### src/rtl/ef_pkg.sv
// Shared definitions for the sample feeder: default sample width and slot
// period, plus the feeder state encoding.
package ef_pkg;

  // Samples are signed Q2.5 (1 sign, 2 integer, 5 fraction bits).
  localparam int unsigned EF_DI_W_DEF   = 8;
  // Clock cycles between output samples.
  localparam int unsigned EF_PERIOD_DEF = 20;

  typedef enum logic [1:0] {
    ST_IDLE  = 2'd0,
    ST_PRIME = 2'd1,
    ST_RUN   = 2'd2
  } ef_state_t;

endpackage

### src/rtl/ef_sync_fifo.sv
// Single-clock FIFO with registered storage and a show-ahead head.
// Ports:
//   clk, rst     : clock, synchronous active-high reset (empties the FIFO)
//   i_push       : write request; ignored while full
//   i_push_data  : word to write
//   i_pop        : read request; ignored while empty
//   o_head       : oldest stored word (valid while not empty)
//   o_level      : occupancy, 0..DEPTH
//   o_full       : level == DEPTH
//   o_empty      : level == 0
module ef_sync_fifo #(
  parameter int unsigned W     = 8,
  parameter int unsigned DEPTH = 16
) (
  input  logic                     clk,
  input  logic                     rst,
  input  logic                     i_push,
  input  logic [W-1:0]             i_push_data,
  input  logic                     i_pop,
  output logic [W-1:0]             o_head,
  output logic [$clog2(DEPTH):0]   o_level,
  output logic                     o_full,
  output logic                     o_empty
);

  localparam int unsigned AW = $clog2(DEPTH);
  localparam logic [AW:0] FULL_LEVEL = (AW+1)'(DEPTH);

  logic [W-1:0]  r_mem [DEPTH];
  logic [AW-1:0] r_wr_ptr;
  logic [AW-1:0] r_rd_ptr;
  logic [AW:0]   r_level;
  logic          w_push;
  logic          w_pop;

  assign o_full  = (r_level == FULL_LEVEL);
  assign o_empty = (r_level == '0);
  assign w_push  = i_push && !o_full;
  assign w_pop   = i_pop && !o_empty;
  assign o_head  = r_mem[r_rd_ptr];
  assign o_level = r_level;

  // Pointers wrap naturally because DEPTH is a power of two.
  always_ff @(posedge clk) begin
    if (rst) begin
      r_wr_ptr <= '0;
      r_rd_ptr <= '0;
      r_level  <= '0;
    end else begin
      if (w_push) begin
        r_mem[r_wr_ptr] <= i_push_data;
        r_wr_ptr        <= r_wr_ptr + 1'b1;
      end
      if (w_pop) begin
        r_rd_ptr <= r_rd_ptr + 1'b1;
      end
      if (w_push && !w_pop) begin
        r_level <= r_level + 1'b1;
      end else if (!w_push && w_pop) begin
        r_level <= r_level - 1'b1;
      end
    end
  end

endmodule

### src/rtl/ef_sample_feeder.sv
// Paces buffered upstream samples into a filter at one sample every PERIOD
// clocks. Samples are queued in a FIFO; once PRIME_LVL samples are buffered
// the feeder runs a free slot counter and emits the FIFO head on every slot.
// Ports:
//   clk, rst  : clock, synchronous active-high reset
//   enable    : run request; low returns to idle (FIFO and outputs retained)
//   in_valid  : upstream sample offered
//   in_data   : upstream sample (signed Q2.5, passed through unmodified)
//   in_ready  : FIFO not full; transfer on in_valid && in_ready
//   valid_o   : one-cycle strobe per emitted sample
//   data_o    : last emitted sample, held between strobes
//   level     : FIFO occupancy
//   sent_cnt  : samples emitted since reset (wraps)
//   underrun  : sticky, a slot found the FIFO empty
module ef_sample_feeder
  import ef_pkg::*;
#(
  parameter int unsigned DI_W      = EF_DI_W_DEF,
  parameter int unsigned PERIOD    = EF_PERIOD_DEF,
  parameter int unsigned DEPTH     = 16,
  parameter int unsigned PRIME_LVL = 4
) (
  input  logic                   clk,
  input  logic                   rst,
  input  logic                   enable,
  input  logic                   in_valid,
  input  logic [DI_W-1:0]        in_data,
  output logic                   in_ready,
  output logic                   valid_o,
  output logic [DI_W-1:0]        data_o,
  output logic [$clog2(DEPTH):0] level,
  output logic [15:0]            sent_cnt,
  output logic                   underrun
);

  localparam int unsigned CW = (PERIOD > 1) ? $clog2(PERIOD) : 1;
  localparam int unsigned LW = $clog2(DEPTH) + 1;
  localparam logic [CW-1:0] CNT_LAST    = CW'(PERIOD - 1);
  localparam logic [LW-1:0] PRIME_LEVEL = LW'(PRIME_LVL);

  ef_state_t       r_state;
  logic [CW-1:0]   r_cnt;
  logic            r_valid;
  logic [DI_W-1:0] r_data;
  logic [15:0]     r_sent;
  logic            r_underrun;

  logic            w_slot;
  logic            w_pop;
  logic            w_push;
  logic            w_full;
  logic            w_empty;
  logic [DI_W-1:0] w_head;
  logic [LW-1:0]   w_level;

  assign w_slot   = (r_state == ST_RUN) && (r_cnt == CNT_LAST);
  assign w_pop    = w_slot && !w_empty;
  assign w_push   = in_valid && !w_full;
  // Readiness depends on occupancy only, never on a pop in the same cycle.
  assign in_ready = !w_full;

  ef_sync_fifo #(
    .W     (DI_W),
    .DEPTH (DEPTH)
  ) u_fifo (
    .clk         (clk),
    .rst         (rst),
    .i_push      (w_push),
    .i_push_data (in_data),
    .i_pop       (w_pop),
    .o_head      (w_head),
    .o_level     (w_level),
    .o_full      (w_full),
    .o_empty     (w_empty)
  );

  always_ff @(posedge clk) begin
    if (rst) begin
      r_state    <= ST_IDLE;
      r_cnt      <= '0;
      r_valid    <= 1'b0;
      r_data     <= '0;
      r_sent     <= '0;
      r_underrun <= 1'b0;
    end else begin
      r_valid <= 1'b0;
      if (w_slot) begin
        if (!w_empty) begin
          r_valid <= 1'b1;
          r_data  <= w_head;
          r_sent  <= r_sent + 16'd1;
        end else begin
          r_underrun <= 1'b1;
        end
      end

      if (!enable) begin
        r_state <= ST_IDLE;
        r_cnt   <= '0;
      end else begin
        case (r_state)
          ST_IDLE: begin
            r_state <= ST_PRIME;
            r_cnt   <= '0;
          end
          ST_PRIME: begin
            if (w_level >= PRIME_LEVEL) begin
              r_state <= ST_RUN;
            end
            r_cnt <= '0;
          end
          ST_RUN: begin
            r_cnt <= (r_cnt == CNT_LAST) ? '0 : r_cnt + 1'b1;
          end
          default: begin
            r_state <= ST_IDLE;
            r_cnt   <= '0;
          end
        endcase
      end
    end
  end

  assign valid_o  = r_valid;
  assign data_o   = r_data;
  assign level    = w_level;
  assign sent_cnt = r_sent;
  assign underrun = r_underrun;

endmodule

### config.mk
export PLATFORM = sky130hd
export DESIGN_NAME = ef_sample_feeder
export DESIGN_NICKNAME = d
export VERILOG_FILES = /design/src/rtl/ef_pkg.sv /design/src/rtl/ef_sync_fifo.sv /design/src/rtl/ef_sample_feeder.sv
export SDC_FILE = /design/constraint.sdc
export NUM_CORES = 1
export LEC_CHECK = 0
export CORE_UTILIZATION = 50
export DETAILED_ROUTE_END_ITERATION = 7
export MAX_ROUTING_LAYER = met4
export PLACE_DENSITY = 0.69
export SLEW_MARGIN = 5
export SYNTH_ARGS = -nofsm -noshare
export SYNTH_HDL_FRONTEND = slang
export SYNTH_HIERARCHICAL = 1
export SYNTH_SLANG_ARGS = --single-unit
### constraint.sdc
create_clock -name clk -period 3.8 [get_ports clk]
set_clock_uncertainty 0.2 [all_clocks]
set_input_delay 0.57 -clock clk [delete_from_list [all_inputs] [get_ports clk]]
set_output_delay 0.57 -clock clk [all_outputs]
set_load 0.005 [all_outputs]
# Word level (Yosys, flattened, before mapping)
# Memory sizes are Yosys's and may differ from the RTL's. A register that Yosys moved wholly into a read port is not among the register bits.
# Index checks and enable logic that the tools add are counted.
word_totals:
  out_inout_bits: 32
  mem_bits_rw: 128
  in_bits: 12
  register_bits: 38
  elab_cells: 53
  memories: 1
op_classes:
  n_bitwise: 4
  mux: 8
  n_addsub: 6
  order_cmp: 1
  reduce_logical: 20
  n_eq_ne: 5
memory_table:
  columns: ["name", "depth", "width", "rd", "rd_clocked_by_memory_dff", "write_ports", "line", "text"]
  rows:
  - ["u_fifo.r_mem", 16, 8, 1, 1, 1, "ef_sync_fifo.sv:29", "logic [W-1:0] r_mem [DEPTH];"]
op_table:
  columns: ["operator", "count"]
  rows:
  - ["16-bit by 1-bit adder with 16-bit output, second input constant", 1]
  - ["5-bit by 1-bit adder with 5-bit output, second input constant", 2]
  - ["5-bit == test, second input constant", 2]
  - ["5-bit two-way mux", 2]
  - ["4-bit by 1-bit adder with 4-bit output, second input constant", 2]
  - ["1-bit logical AND", 7]
  - ["2-bit case mux with 3 select lines", 1]
  - ["2-bit AND reduction", 3]
  - ["5-bit by 3-bit greater-or-equal comparator with 1-bit output, second input constant", 1]
  - ["5-bit zero test", 1]
  - ["5-bit by 1-bit subtractor with 5-bit output, second input constant", 1]
  - ["1-bit zero test", 4]
  - ["1-bit two-way mux", 4]
  - ["1-bit inverter", 4]
  - ["2-bit OR reduction", 2]
  - ["4-bit OR reduction", 1]
  - ["2-bit by 1-bit == test with 1-bit output, second input constant", 1]
  - ["2-bit == test, second input constant", 1]
  - ["2-bit zero test", 1]
  - ["2-bit two-way mux", 1]
  - ["2-bit != test, second input constant", 1]
  - ["2-bit nonzero test", 1]

# Logic depth before layout (Yosys ltp)
depth:
  depth_word: 8
  depth_mapped: 13
  mapped_depth_nobuf: 12

# Modules after synthesis
# The synthesis kept the hierarchy.
modules_own_cells:
  columns: ["mod", "instances", "cells_per_inst", "seq_area_each_um2", "area_per_inst_um2"]
  rows:
  - ["ef_sync_fifo", 1, 308, 4184.0, 5724.2]
  - ["ef_sample_feeder", 1, 164, 660.6, 1396.3]

# Worst setup path before layout
# No wires, ideal clock.
synth_timing:
  path_kind: "reg2reg"
  from: "register u_fifo.r_level[0], in the netlist u_fifo/o_level[0]"
  to: "register u_fifo.r_level[4], in the netlist u_fifo/o_level[4]"
  synth_period_minus_slack_ns: 3.285
  required_ns: 3.479
  n_path_buf: 1
  setup_ns: 0.121
  path_stages_with_launch: 14
  t_arrival_ns: 2.964
  setup_slack_ns: 0.515
  path_cell_list: "dfxtp_1 > or4_4 > buf_6 > nor2_1 > or3b_4 > nor2_1 > o21ai_2 > ha_1 > inv_1 > ha_1 > a21oi_1 > a211oi_1 > a31oi_1 > mux2_2"
synth_via:
  elab_chain_cells: 7
  word_cells_on_any_way: 17
  cone_classes: "add/sub: 2; eq/ne: 1; mux: 2; reduce/logical: 12"
synth_lines:
  columns: ["element", "line", "text"]
  rows:
  - ["start, declared", "ef_sync_fifo.sv:32", "logic [AW:0] r_level;"]
  - ["start signal, assigned", "ef_sync_fifo.sv:58", "r_level <= r_level + 1'b1;"]
  - ["start signal, assigned", "ef_sync_fifo.sv:60", "r_level <= r_level - 1'b1;"]
  - ["5-bit zero test *", "ef_sync_fifo.sv:37", "assign o_empty = (r_level == '0);"]
  - ["net w_empty", "ef_sample_feeder.sv:52", "logic w_empty;"]
  - ["1-bit zero test *", "ef_sample_feeder.sv:57", "assign w_pop = w_slot && !w_empty;"]
  - ["1-bit logical AND *", "ef_sample_feeder.sv:57", null]
  - ["net w_pop", "ef_sample_feeder.sv:49", "logic w_pop;"]
  - ["1-bit logical AND *", "ef_sync_fifo.sv:39", "assign w_pop = i_pop && !o_empty;"]
  - ["1-bit zero test", "ef_sync_fifo.sv:57", "if (w_push && !w_pop) begin"]
  - ["1-bit logical AND", "ef_sync_fifo.sv:57", null]
  - ["5-bit two-way mux / 2-bit nonzero test (equally long branches)", null, null]
# Mark *: on every way through the listed nets, which the timed path passes. The rest lies on a longest branch. The select of a mux whose other input is x is not followed.
# A chain may end at the register's enable or synchronous reset.

# Final worst setup path
# Ends and elaborated chain as after synthesis.

==> impl_metrics.py <==
metrics = {
    "outcome": {
        "status": "complete, no violations",
    },
    "die": {
        "die_h_um": 121,
        "die_x_um": 121,
        "die-area_um2": 14700,
        "start_util": 0.513,
        "pin_count": 44,
        "core_um2": 13900,
        "num_rows": 43,
    },
    "cells_and_area": {
        "final_util": 0.604,
        "final_nets": 552,
        "area_growth_pct": 17.8,
        "n_antenna_cell": 0,
        "drive_gt1_frac": 0.168,
        "nFillCells": 1029,
        "multi_input_area_um2": 2130,
        "final-seq-area_um2": 4850,
    },
    "drt": {
        "drt_iter0_markers": 316,
        "via_per_inst": 5.66,
        "routedWlPerCell_um": 18.5,
        "vias": 4081,
        "routed_wl_mm": 13.4,
        "dr.pass1.iters": 4,
        "ant_nets": 0,
        "drc_errors": 0,
    },
    "setup_path": {
        "worstSetupPathType": "flip-flop to flip-flop",
        "cp_slowest_stage_delay_ps": 620,
        "cpMaxStageDelayCell": "or4_4",
        "cp-end-kind": "flip-flop",
        "path_cells": "or4_4 -> nor2_1 -> or3b_4 -> nor2_1 -> o21ai_2 -> ha_1 -> inv_1 -> ha_1 -> a21oi_1 -> a211oi_1 -> a31oi_1 -> mux2_2",
        "cp_num_buf_inv": 1,
        "cp.arrival_ps": 3650,
        "start_kind": "flip-flop",
        "required_ps": 3900,
        "path_delay_family": "simple AND/OR/NAND/NOR gates",
        "critPathMaxFanout": 7,
    },
    "yosys": {
        "ys_types": 49,
        "synthArstFlopShare": 0,
        "synth_edf_count": 128,
        "seq_area_frac_synth": 0.680,
        "ys.warnings.count": 6,
        "yosys-top-cells-area": "edfxtp_1 (54%), dfxtp_1 (14%), mux4_2 (10%)",
        "synthTopCellsByCount": "edfxtp_1 (128), dfxtp_1 (50), nor2_1 (49)",
        "syn_area_per_cell_um2": 15.1,
        "yosysTopAreaCell": "edfxtp_1",
        "synthesis.nets": 496,
        "yosysMostFrequentCell": "edfxtp_1",
        "synth_top_area_frac": 0.540,
        "synthCells": 472,
        "synth_seq_cells": 178,
        "syn_area_um2": 7120,
        "synthFlopType": "edfxtp_1",
    },
    "sta": {
        "finalSetupTns_ps": 0,
        "setup_viol": 0,
        "fmax_mhz": 282,
        "timing.final.hold_violations": 0,
        "slew-limit-headroom": 0.380,
        "setup_slack_ps": 259,
        "timing.final.crit_share": 0.932,
        "max_slew.worst_pin.slew_ps": 927,
        "drv_slew": 0,
        "rsz0062_at_grt": "false",
        "min_period_ps": 3540,
    },
    "cts": {
        "path_clk_slew_ps": 60,
        "root_buffer": "clkbuf_16",
        "ctsResizeCount": 0,
        "cts_inserted_buffers": 17,
        "cts_buffer_depth": 2,
        "clk_latency_ps": 420,
        "cts_setup_buffers": 0,
        "cts_tree": "built",
        "holdBufCountCts": 0,
        "htree_levels": 4,
        "clock_sinks": 178,
    },
    "power": {
        "power_density_nw_per_um2": 521,
        "peakVddDrop_v": 0.000312,
        "p_leak_nw": 2.73,
    },
    "place": {
        "portBuffers": 43,
        "place_ws_ps": 303,
        "gp_congestion": 0.766,
        "hpwl_mm": 8.69,
    },
    "global_routing": {
        "grt_util_all_layers": 0.208,
        "grt_pass1_vias": 4083,
        "gr-total-overflow": 0,
        "grt_pass1_wl_mm": 21.7,
        "grt_max_degree": 45,
        "antenna_found_initial": 0,
    },
    "run": {
        "cap_violations": 0,
    },
    "min_path": {
        "hp-class": "flip-flop to flip-flop",
    },
}
## flip-flops by register name, indices dropped and copies added (netlist names), named ones only
signal           flops
data_o               8
u_fifo/r_rd_ptr      4
u_fifo/o_level       5
u_fifo/r_mem       128
valid_o              1
r_cnt                5
underrun             1
u_fifo/r_wr_ptr      4
r_state              2
sent_cnt            16
## metrics by stage
stage	std cells	hold slack, ps	power, mW	area (µm²)
finish	721	247	4.37	8390
global route	721	280	4.54	8390
floorplan	472	218	2.56	7120
detailed placement	689	239	2.71	7800
CTS	721	251	4.40	8390
global placement	689	231	2.68	7800
## cell families after synthesis
group	Yosys count	share of synthesized area
xor+xnor	15	0.0185
compound gates	59	0.0517
fa+ha+maj	12	0.0221
mux	38	0.110
simple gates	137	0.0970
flops	178	0.680
buf+inv	33	0.0204
## cell type report
cell class / count / share of cell area
sequential: 178 / 0.578
multi-input combinational: 261 / 0.254
timing repair buffer: 60 / 0.0665
clock buffer: 23 / 0.0609
tap: 180 / 0.0269
clock inverter: 9 / 0.00940
inverter: 10 / 0.00448
## report_power, final
part | leakage (nW) | switching (mW) | internal [mW]
clock | 0.290 | 0.726 | 0.970
combinational | 0.880 | 0.258 | 0.212
sequential | 1.56 | 0.0592 | 2.14
total | 2.73 | 1.04 | 3.33
## cell usage in the layout, fill, tap and decap left out, types with 3 or more instances in the layout
| master | count |
|---|---|
| or4_1 | 3 |
| a21oi_1 | 22 |
| buf_4 | 17 |
| nor3_1 | 3 |
| edfxtp_1 | 128 |
| nor4_1 | 3 |
| mux4_2 | 32 |
| dfxtp_1 | 49 |
| inv_6 | 5 |
| a22oi_1 | 17 |
| or3_1 | 10 |
| inv_1 | 10 |
| xor2_1 | 7 |
| nor2_1 | 49 |
| nand2b_1 | 3 |
| xnor2_1 | 8 |
| clkbuf_16 | 19 |
| mux2i_1 | 4 |
| ha_1 | 11 |
| nor2b_1 | 6 |
| nand3_1 | 6 |
| nand2_1 | 38 |
| clkdlybuf4s50_1 | 43 |
| o21ai_0 | 10 |
## layer usage
metal	track usage	share of wire	up-vias
met5	-	0	-
met4	0.0725	0.015	0
met3	0.0540	0.052	19
met2	0.321	0.48	120
met1	0.267	0.45	2040
li1	-	-	1902
## worst paths after layout
check	from	end	slack, ps	depth (start not counted)
max reg2reg	u_fifo/o_level[0]	u_fifo/o_level[4]	260	12
max	u_fifo/o_level[0]	u_fifo/o_level[4]	260	12
min	r_cnt[0]	r_cnt[0]	250	1
min reg2reg	r_cnt[0]	r_cnt[0]	250	1
## worst reg2reg max path: cells and delay by family, from the launching register on
family	cells	cell delay, ps
AOI/OAI and AO/OA	4	590
DFF	1	370
buffers and inverters	1	110
and+or+nand+nor	4	1270
muxes	1	340
adders and majority gates	2	540
(Power assumes the default switching activity.)
